`config.mk`:
```
export PLATFORM = sky130hd
export DESIGN_NAME = zmips_mdu_flat
export DESIGN_NICKNAME = d
export VERILOG_FILES = /design/src/rtl/zmips_mdu_if.sv /design/src/rtl/zmips_mdu.sv /design/src/flat_wrapper.sv
export SDC_FILE = /design/constraint.sdc
export NUM_CORES = 1
export LEC_CHECK = 0
export CORE_AREA = 8 8 190 192
export CTS_CLUSTER_SIZE = 16
export DETAILED_ROUTE_END_ITERATION = 10
export DIE_AREA = 0 0 198 200
export PLACE_DENSITY = 0.57
export REMOVE_ABC_BUFFERS = 1
export SETUP_SLACK_MARGIN = 0.05
export SLEW_MARGIN = 40
export SYNTH_ARGS = -nofsm -noshare
export SYNTH_HDL_FRONTEND = slang
export SYNTH_SLANG_ARGS = --single-unit
```
`constraint.sdc`:
```
create_clock -name clk -period 7.7 [get_ports clk]
set_input_delay 0.77 -clock clk [delete_from_list [all_inputs] [get_ports clk]]
set_output_delay 0.77 -clock clk [all_outputs]
set_load 0.05 [all_outputs]
```
`src/rtl/zmips_mdu_if.sv`:
```
// Request/result handshake bundle between the core pipeline and the multiply/divide unit.
interface zmips_mdu_if #(
  parameter int W = 32
);
  logic         req_valid;
  logic         req_ready;
  logic [1:0]   op;
  logic [W-1:0] a;
  logic [W-1:0] b;
  logic         flush;
  logic         res_valid;
  logic         res_ready;
  logic [W-1:0] hi;
  logic [W-1:0] lo;
  logic         busy;

  modport master (
    output req_valid, op, a, b, flush, res_ready,
    input  req_ready, res_valid, hi, lo, busy
  );

  modport slave (
    input  req_valid, op, a, b, flush, res_ready,
    output req_ready, res_valid, hi, lo, busy
  );
endinterface

```
`src/rtl/zmips_mdu.sv`:
```
// Iterative radix-2 multiply/divide unit: sign-magnitude operands, W shift steps, then a sign fix-up.
// All state advances on the falling clock edge to line up with the core pipeline registers.
module zmips_mdu #(
  parameter int W = 32
) (
  input  logic       clk,
  input  logic       rst,
  zmips_mdu_if.slave bus
);

  localparam int CW = $clog2(W) + 1;
  localparam logic [CW-1:0] LAST = CW'(W - 1);

  typedef enum logic [1:0] {IDLE, CALC, FIX, DONE} state_t;

  state_t       state_q;
  logic [CW-1:0] cnt_q;
  logic         is_div_q;
  logic         neg_res_q;
  logic         neg_rem_q;
  logic [W-1:0] dvs_q;
  logic [W-1:0] acc_q;
  logic [W-1:0] mq_q;
  logic         res_valid_q;
  logic         busy_q;

  function automatic logic [W-1:0] mag_f(input logic signed [W-1:0] v, input logic neg);
    logic signed [W-1:0] r;
    r = neg ? -v : v;
    return $unsigned(r);
  endfunction

  function automatic logic [W-1:0] neg_w_f(input logic [W-1:0] v, input logic neg);
    return neg ? -v : v;
  endfunction

  function automatic logic [2*W-1:0] neg_2w_f(input logic [2*W-1:0] v, input logic neg);
    return neg ? -v : v;
  endfunction

  logic signed [W-1:0] a_s;
  logic signed [W-1:0] b_s;
  logic                a_neg;
  logic                b_neg;
  logic                div_zero;

  assign a_s      = bus.a;
  assign b_s      = bus.b;
  assign a_neg    = bus.op[0] && (a_s < 0);
  assign b_neg    = bus.op[0] && (b_s < 0);
  assign div_zero = bus.op[1] && (bus.b == '0);

  logic [W-1:0]   addend;
  logic [W:0]     mul_sum;
  logic [W:0]     div_sh;
  logic [W:0]     div_diff;
  logic [W-1:0]   acc_d;
  logic [W-1:0]   mq_d;
  logic [2*W-1:0] prod_fix;
  logic [W-1:0]   fix_hi_d;
  logic [W-1:0]   fix_lo_d;

  always_comb begin
    addend   = mq_q[0] ? dvs_q : '0;
    mul_sum  = {1'b0, acc_q} + {1'b0, addend};
    // Restoring step: the shifted remainder needs one extra bit before the trial subtract.
    div_sh   = {acc_q, mq_q[W-1]};
    div_diff = div_sh - {1'b0, dvs_q};
    acc_d    = mul_sum[W:1];
    mq_d     = {mul_sum[0], mq_q[W-1:1]};
    if (is_div_q) begin
      if (!div_diff[W]) begin
        acc_d = div_diff[W-1:0];
        mq_d  = {mq_q[W-2:0], 1'b1};
      end else begin
        acc_d = div_sh[W-1:0];
        mq_d  = {mq_q[W-2:0], 1'b0};
      end
    end
    prod_fix = neg_2w_f({acc_q, mq_q}, neg_res_q);
    fix_hi_d = prod_fix[2*W-1:W];
    fix_lo_d = prod_fix[W-1:0];
    if (is_div_q) begin
      fix_hi_d = neg_w_f(acc_q, neg_rem_q);
      fix_lo_d = neg_w_f(mq_q, neg_res_q);
    end
  end

  always_ff @(negedge clk or negedge rst) begin
    if (!rst) begin
      state_q     <= IDLE;
      cnt_q       <= '0;
      is_div_q    <= 1'b0;
      neg_res_q   <= 1'b0;
      neg_rem_q   <= 1'b0;
      dvs_q       <= '0;
      acc_q       <= '0;
      mq_q        <= '0;
      res_valid_q <= 1'b0;
      busy_q      <= 1'b0;
    end else if (bus.flush) begin
      state_q     <= IDLE;
      cnt_q       <= '0;
      acc_q       <= '0;
      mq_q        <= '0;
      res_valid_q <= 1'b0;
      busy_q      <= 1'b0;
    end else begin
      case (state_q)
        IDLE: begin
          if (bus.req_valid) begin
            busy_q   <= 1'b1;
            cnt_q    <= '0;
            is_div_q <= bus.op[1];
            // Divide by zero skips iteration and reports all-ones quotient with the raw dividend.
            if (div_zero) begin
              state_q     <= DONE;
              acc_q       <= bus.a;
              mq_q        <= '1;
              res_valid_q <= 1'b1;
            end else begin
              state_q   <= CALC;
              acc_q     <= '0;
              mq_q      <= mag_f(a_s, a_neg);
              dvs_q     <= mag_f(b_s, b_neg);
              neg_res_q <= a_neg ^ b_neg;
              neg_rem_q <= a_neg;
            end
          end
        end
        CALC: begin
          acc_q <= acc_d;
          mq_q  <= mq_d;
          if (cnt_q == LAST) begin
            state_q <= FIX;
          end else begin
            cnt_q <= cnt_q + CW'(1);
          end
        end
        FIX: begin
          acc_q       <= fix_hi_d;
          mq_q        <= fix_lo_d;
          state_q     <= DONE;
          res_valid_q <= 1'b1;
        end
        DONE: begin
          if (bus.res_ready) begin
            state_q     <= IDLE;
            res_valid_q <= 1'b0;
            busy_q      <= 1'b0;
          end
        end
        default: state_q <= IDLE;
      endcase
    end
  end

  assign bus.req_ready = ~busy_q;
  assign bus.busy      = busy_q;
  assign bus.res_valid = res_valid_q;
  assign bus.hi        = res_valid_q ? acc_q : '0;
  assign bus.lo        = res_valid_q ? mq_q : '0;

endmodule

```
`src/flat_wrapper.sv`:
```
// flat-port wrapper written by rule: the top's interface ports become plain ports
module zmips_mdu_flat 
#(
  parameter int W = 32
)
  (clk, rst, bus_req_valid, bus_op, bus_a, bus_b, bus_flush, bus_res_ready, bus_req_ready, bus_res_valid, bus_hi, bus_lo, bus_busy);
  zmips_mdu_if #(.W(W)) bus_i ();
  input  logic clk;
  input  logic rst;
  input wire logic [$bits(bus_i.req_valid)-1:0] bus_req_valid;
  input wire logic [$bits(bus_i.op)-1:0] bus_op;
  input wire logic [$bits(bus_i.a)-1:0] bus_a;
  input wire logic [$bits(bus_i.b)-1:0] bus_b;
  input wire logic [$bits(bus_i.flush)-1:0] bus_flush;
  input wire logic [$bits(bus_i.res_ready)-1:0] bus_res_ready;
  output wire logic [$bits(bus_i.req_ready)-1:0] bus_req_ready;
  output wire logic [$bits(bus_i.res_valid)-1:0] bus_res_valid;
  output wire logic [$bits(bus_i.hi)-1:0] bus_hi;
  output wire logic [$bits(bus_i.lo)-1:0] bus_lo;
  output wire logic [$bits(bus_i.busy)-1:0] bus_busy;
  assign bus_i.req_valid = bus_req_valid;
  assign bus_i.op = bus_op;
  assign bus_i.a = bus_a;
  assign bus_i.b = bus_b;
  assign bus_i.flush = bus_flush;
  assign bus_i.res_ready = bus_res_ready;
  assign bus_req_ready = bus_i.req_ready;
  assign bus_res_valid = bus_i.res_valid;
  assign bus_hi = bus_i.hi;
  assign bus_lo = bus_i.lo;
  assign bus_busy = bus_i.busy;
  zmips_mdu #(.W(W)) u_core (.clk(clk), .rst(rst), .bus(bus_i));
endmodule
```
After elaboration in Yosys (flattened, before gate mapping) --
Cells that the tools add are included.
Cells by class: add/sub/neg operators 8, eq/ne operators 12, order comparisons 2, reduce and logical (&&, ||, !) cells 17, multiplexer cells 40, bitwise gates (word level) 4
Operator list (number):
- 32-bit 2-to-1 mux | 18
- 32-bit case mux with 3 select lines | 2
- 32-bit negator | 4
- 32-bit by 1-bit less-than comparator with 1-bit output, second input constant | 2
- 64-bit 2-to-1 mux | 1
- 64-bit negator | 1
- 32-bit by 32-bit adder with 33-bit output | 1
- 33-bit by 32-bit subtractor with 33-bit output | 1
- 32-bit zero test | 1
- 6-bit 2-to-1 mux | 3
- 3-bit AND reduction | 5
- 6-bit case mux with 2 select lines | 1
- 4-bit AND reduction | 3
- 2-bit 2-to-1 mux | 5
- 3-bit by 2-bit != test with 1-bit output, second input constant | 3
- 3-bit != test, second input constant | 3
- 2-bit case mux with 4 select lines | 1
- 4-bit nonzero test | 2
- 1-bit 2-to-1 mux | 7
- 6-bit by 1-bit adder with 6-bit output, second input constant | 1
- 6-bit by 5-bit == test with 1-bit output, second input constant | 1
- 3-bit nonzero test | 2
- 2-bit == test, second input constant | 2
- 4-bit by 2-bit != test with 1-bit output, second input constant | 1
- 8 further kinds | 12
Storage, ports and cells: logic and storage cells 93, bits in registers 109

Depth between registers and ports, before layout --
depth in word-level cells 7, depth in mapped cells 14

==> impl_results.md <==
* Buffers added on ports at 137
* Placer congestion estimate at 0.917
* Yosys top cell area share at 20.9%
* Actual slew at the worst max-slew pin at 816 ps
* # resized after CTS at 0
* Instance area after placement at 15100 µm²
* ANT nets after route at 0
* Fraction of final layout cells with drive strength greater than 1 at 7.53%
* Crit path DAT at 3810 ps
* Nature of the critical path startpoint: input pin
* Commonest register cell after synthesis: sky130_fd_sc_hd__dfrtn_1
* Required @ worst endpoint at 4080 ps
* Static leakage at 6.69 nW
* Total clock buffers created by CTS at 9
* Sinks on Clock Net at 109
* Synthesized area at 13100 µm²
* Total Routing Usage GR at 23.6%
* Boundary pin count at 138
* Combined area of the multi-input logic cells at 9680 µm²
* Worst-path clk slew at 60 ps
* Peak ir drop on the vdd network at 0.176 mV
* Pin count of the biggest net entering global routing at 73
* First-pass GRT wire length at 74.0 mm
* DIE WIDTH at 198 µm
* Total wire length after detailed routing at 47.3 mm
* Final cell utilization of the core at 46.6%
* Deepest level of the CTS H-tree at 3
* FFs w/ async S/R, synth at 100%
* Synth warn at 0
* Height of the die at 200 µm
* Max layer used: met4
* EDFF count, synth at 0
* Clock buffer depth at 2
* Family with the most delay on the worst path: simple AND/OR/NAND/NOR gates
* Sum of met3 wire segment lengths after detailed routing at 3.10 mm
* CTS tree: yes
* FP Rows at 67
* Start-to-end type of the worst setup path: in2reg
* Root cell of the clock tree: sky130_fd_sc_hd__clkbuf_16
* Final routed wire length divided by cell count at 20.6 µm
* Post-synthesis sequential area ratio at 20.9%
* Post-CTS setup buffer count at 0
* Buffers & Inverters on Critical Path at 1
* Total number of vias at 13627
* Detailed-routing iteration count for the pre-antenna-repair pass at 7
* Setup repair after global routing missed its margin: no
* DIE AREA at 39600 µm²
* Overall power after layout at 5.54 mW
* Area Overhead vs Synth at 18.2%
* Total of fill cells in the finished design at 3327
* Post-Place Cells at 2277
* Slew Limit Fails at 0
* Design area at 15400 µm²
* Highest-delay cell along the critical path: sky130_fd_sc_hd__or4_1
* Metal1 wirelength at 21.6 mm
* HPWL reported at the end of detailed placement at 35.8 mm
* Gate count of the mapped netlist at 1734
* Synthesis-stage register bit count at 109
* Non-filler cells in the finished layout at 2294
* Final Hold Violating Endpoints at 0
* Iteration-0 DRC Markers at 1162
* Result of the run: complete, no violations
* Met2 Wirelength at 21.3 mm
* GR Overflow Total at 0
* Initial antenna violation count at 2
* Mapped Avg Cell Area at 7.53 µm²
* Setup Skew at 10.3 ps
* Cell-by-cell trace of the critical path: clkdlybuf4s50_1, or3_1, or3_1, or4_1, nand2b_1, nand2b_1, o41ai_1, xor2_1, a211oi_1, a21o_1
* Register area at 2730 µm²
* MaxCap Viol Count at 0
* Minimum hold slack at 426 ps
* DRC Markers at 0
* Number of global-route vias before repair at 13012
* Area leader, netlist: sky130_fd_sc_hd__dfrtn_1
* Power density over cell area at 359 nW/µm²
* Distinct cell type count of the synthesized netlist at 89
* Hold_buf cts at 0
* Final #Nets at 1986
* Area of the core at 33100 µm²
* Ranking of synthesized cells by area: sky130_fd_sc_hd__dfrtn_1, sky130_fd_sc_hd__ha_1, sky130_fd_sc_hd__xor2_1, sky130_fd_sc_hd__nand2_1, sky130_fd_sc_hd__o21ai_0
* Worst hold path class: reg2reg
* Setup-failing EPs final at 0
* Slew Limit Headroom at 44.2%
* Delay of the slowest critical-path stage at 590 ps
* Capturing element type of the critical path: flop
* Via-to-Cell Ratio at 5.94
* Worst-path fanout max at 4
* Effective utilization at floorplan at 39.4%
* Later-pin clock latency in the skew report at 380 ps
-- area by class of cell --
cell class                      count  area share (%)
Tap cell                          448            3.63
Clock inverter                      7           0.527
Clock buffer                        9            1.46
Multi-Input combinational cell   1451            62.7
Inverter                           65            1.59
Antenna cell                        1          0.0162
Timing Repair Buffer              204            12.3
Sequential cell                   109            17.7
-- sequential cells by signal, summed over array words and instances (netlist names) --
name                  count
u_core.acc_q             32
u_core.bus.busy           1
u_core.bus.res_valid      1
u_core.cnt_q              6
u_core.dvs_q             32
u_core.is_div_q           1
u_core.mq_q              32
u_core.neg_rem_q          1
u_core.neg_res_q          1
u_core.state_q            2
-- placed cells by master (no fill, tap or decap), types with 8 or more instances in the layout --
master	Yosys	routed
sky130_fd_sc_hd__a211o_1	10	10
sky130_fd_sc_hd__a211oi_1	22	22
sky130_fd_sc_hd__a21o_1	44	44
sky130_fd_sc_hd__a21oi_1	119	119
sky130_fd_sc_hd__a221oi_1	9	9
sky130_fd_sc_hd__a22o_1	11	11
sky130_fd_sc_hd__a22oi_1	9	9
sky130_fd_sc_hd__a31oi_1	24	24
sky130_fd_sc_hd__a32o_1	20	20
sky130_fd_sc_hd__and2_1	71	71
sky130_fd_sc_hd__and3_1	12	12
sky130_fd_sc_hd__buf_4	0	64
sky130_fd_sc_hd__clkbuf_16	0	9
sky130_fd_sc_hd__clkdlybuf4s50_1	0	136
sky130_fd_sc_hd__dfrtn_1	109	109
sky130_fd_sc_hd__ha_1	73	72
sky130_fd_sc_hd__inv_1	63	63
sky130_fd_sc_hd__mux2_2	15	15
sky130_fd_sc_hd__mux2i_1	35	35
sky130_fd_sc_hd__nand2_1	176	176
sky130_fd_sc_hd__nand2b_1	18	18
sky130_fd_sc_hd__nand3_1	32	32
sky130_fd_sc_hd__nand4_1	8	8
sky130_fd_sc_hd__nor2_1	151	149
sky130_fd_sc_hd__nor2b_1	14	14
sky130_fd_sc_hd__nor3_1	42	41
sky130_fd_sc_hd__nor4_1	25	25
sky130_fd_sc_hd__o211ai_1	18	18
sky130_fd_sc_hd__o21a_1	10	10
sky130_fd_sc_hd__o21ai_0	121	121
sky130_fd_sc_hd__o21bai_1	8	8
sky130_fd_sc_hd__o221ai_1	23	23
sky130_fd_sc_hd__o31ai_1	21	21
sky130_fd_sc_hd__or3_1	24	24
sky130_fd_sc_hd__or4_1	11	11
sky130_fd_sc_hd__xnor2_1	67	67
sky130_fd_sc_hd__xor2_1	87	87
-- metal layers --
layer  vias up  GRT usage [%]
li1       6568              -
met4         0           8.90
met2       560           37.8
met3        77           2.60
met1      6422           32.2
met5         -              0
-- kinds of logic after synthesis --
kind of cell	share of synthesized area, %
buffers and inverters	5.21
XOR/XNOR	10.3
flip-flops	20.9
AND/OR/NAND/NOR	24.1
AO/OA/AOI/OAI	28.2
adder cells (fa/ha/maj)	7.30
multiplexers	3.98
-- cells in the mapped netlist (44+ instances only) --
library cell	n
sky130_fd_sc_hd__nand2_1	176
sky130_fd_sc_hd__inv_1	63
sky130_fd_sc_hd__a21oi_1	119
sky130_fd_sc_hd__o21ai_0	121
sky130_fd_sc_hd__and2_1	71
sky130_fd_sc_hd__clkbuf_1	91
sky130_fd_sc_hd__xor2_1	87
sky130_fd_sc_hd__a21o_1	44
sky130_fd_sc_hd__dfrtn_1	109
sky130_fd_sc_hd__nor2_1	151
sky130_fd_sc_hd__xnor2_1	67
sky130_fd_sc_hd__ha_1	73
-- tightest hold or removal path: cells and delay by family (launching register included) --
kind,cells,cell delay (ps)
AO/OA/AOI/OAI,1,60
flip-flops,1,410
AND/OR/NAND/NOR,1,50
-- final timing paths --
check                                 start               end  slack [ps]  depth (start not counted)
setup / recovery                   bus_a[8]   u_core.mq_q[29]         280                         10
hold reg to reg            u_core.dvs_q[28]  u_core.dvs_q[28]         430                          2
max in group asynchronous               rst   u_core.mq_q[17]        2840                          2
hold / removal             u_core.dvs_q[28]  u_core.dvs_q[28]         430                          2
min in group asynchronous               rst    u_core.mq_q[4]        4090                          1
setup reg to reg            u_core.mq_q[31]  u_core.acc_q[28]        2900                         12
-- power by group --
part	switching, mW	internal [mW]
logic	2.41	1.48
clock network	0.264	0.259
registers	0.344	0.786
-- metrics by stage --
| step | TNS, ps | worst slack, ps |
|---|---|---|
| after floorplan | 0 | 55.4 |
| after global placement | -167 | -93.7 |
| after detailed placement | -246 | -127 |
| after CTS | 0 | 257 |
| after global routing | 0 | 84.7 |
| final | 0 | 275 |
Note: power is estimated with default switching activity, not from simulation.
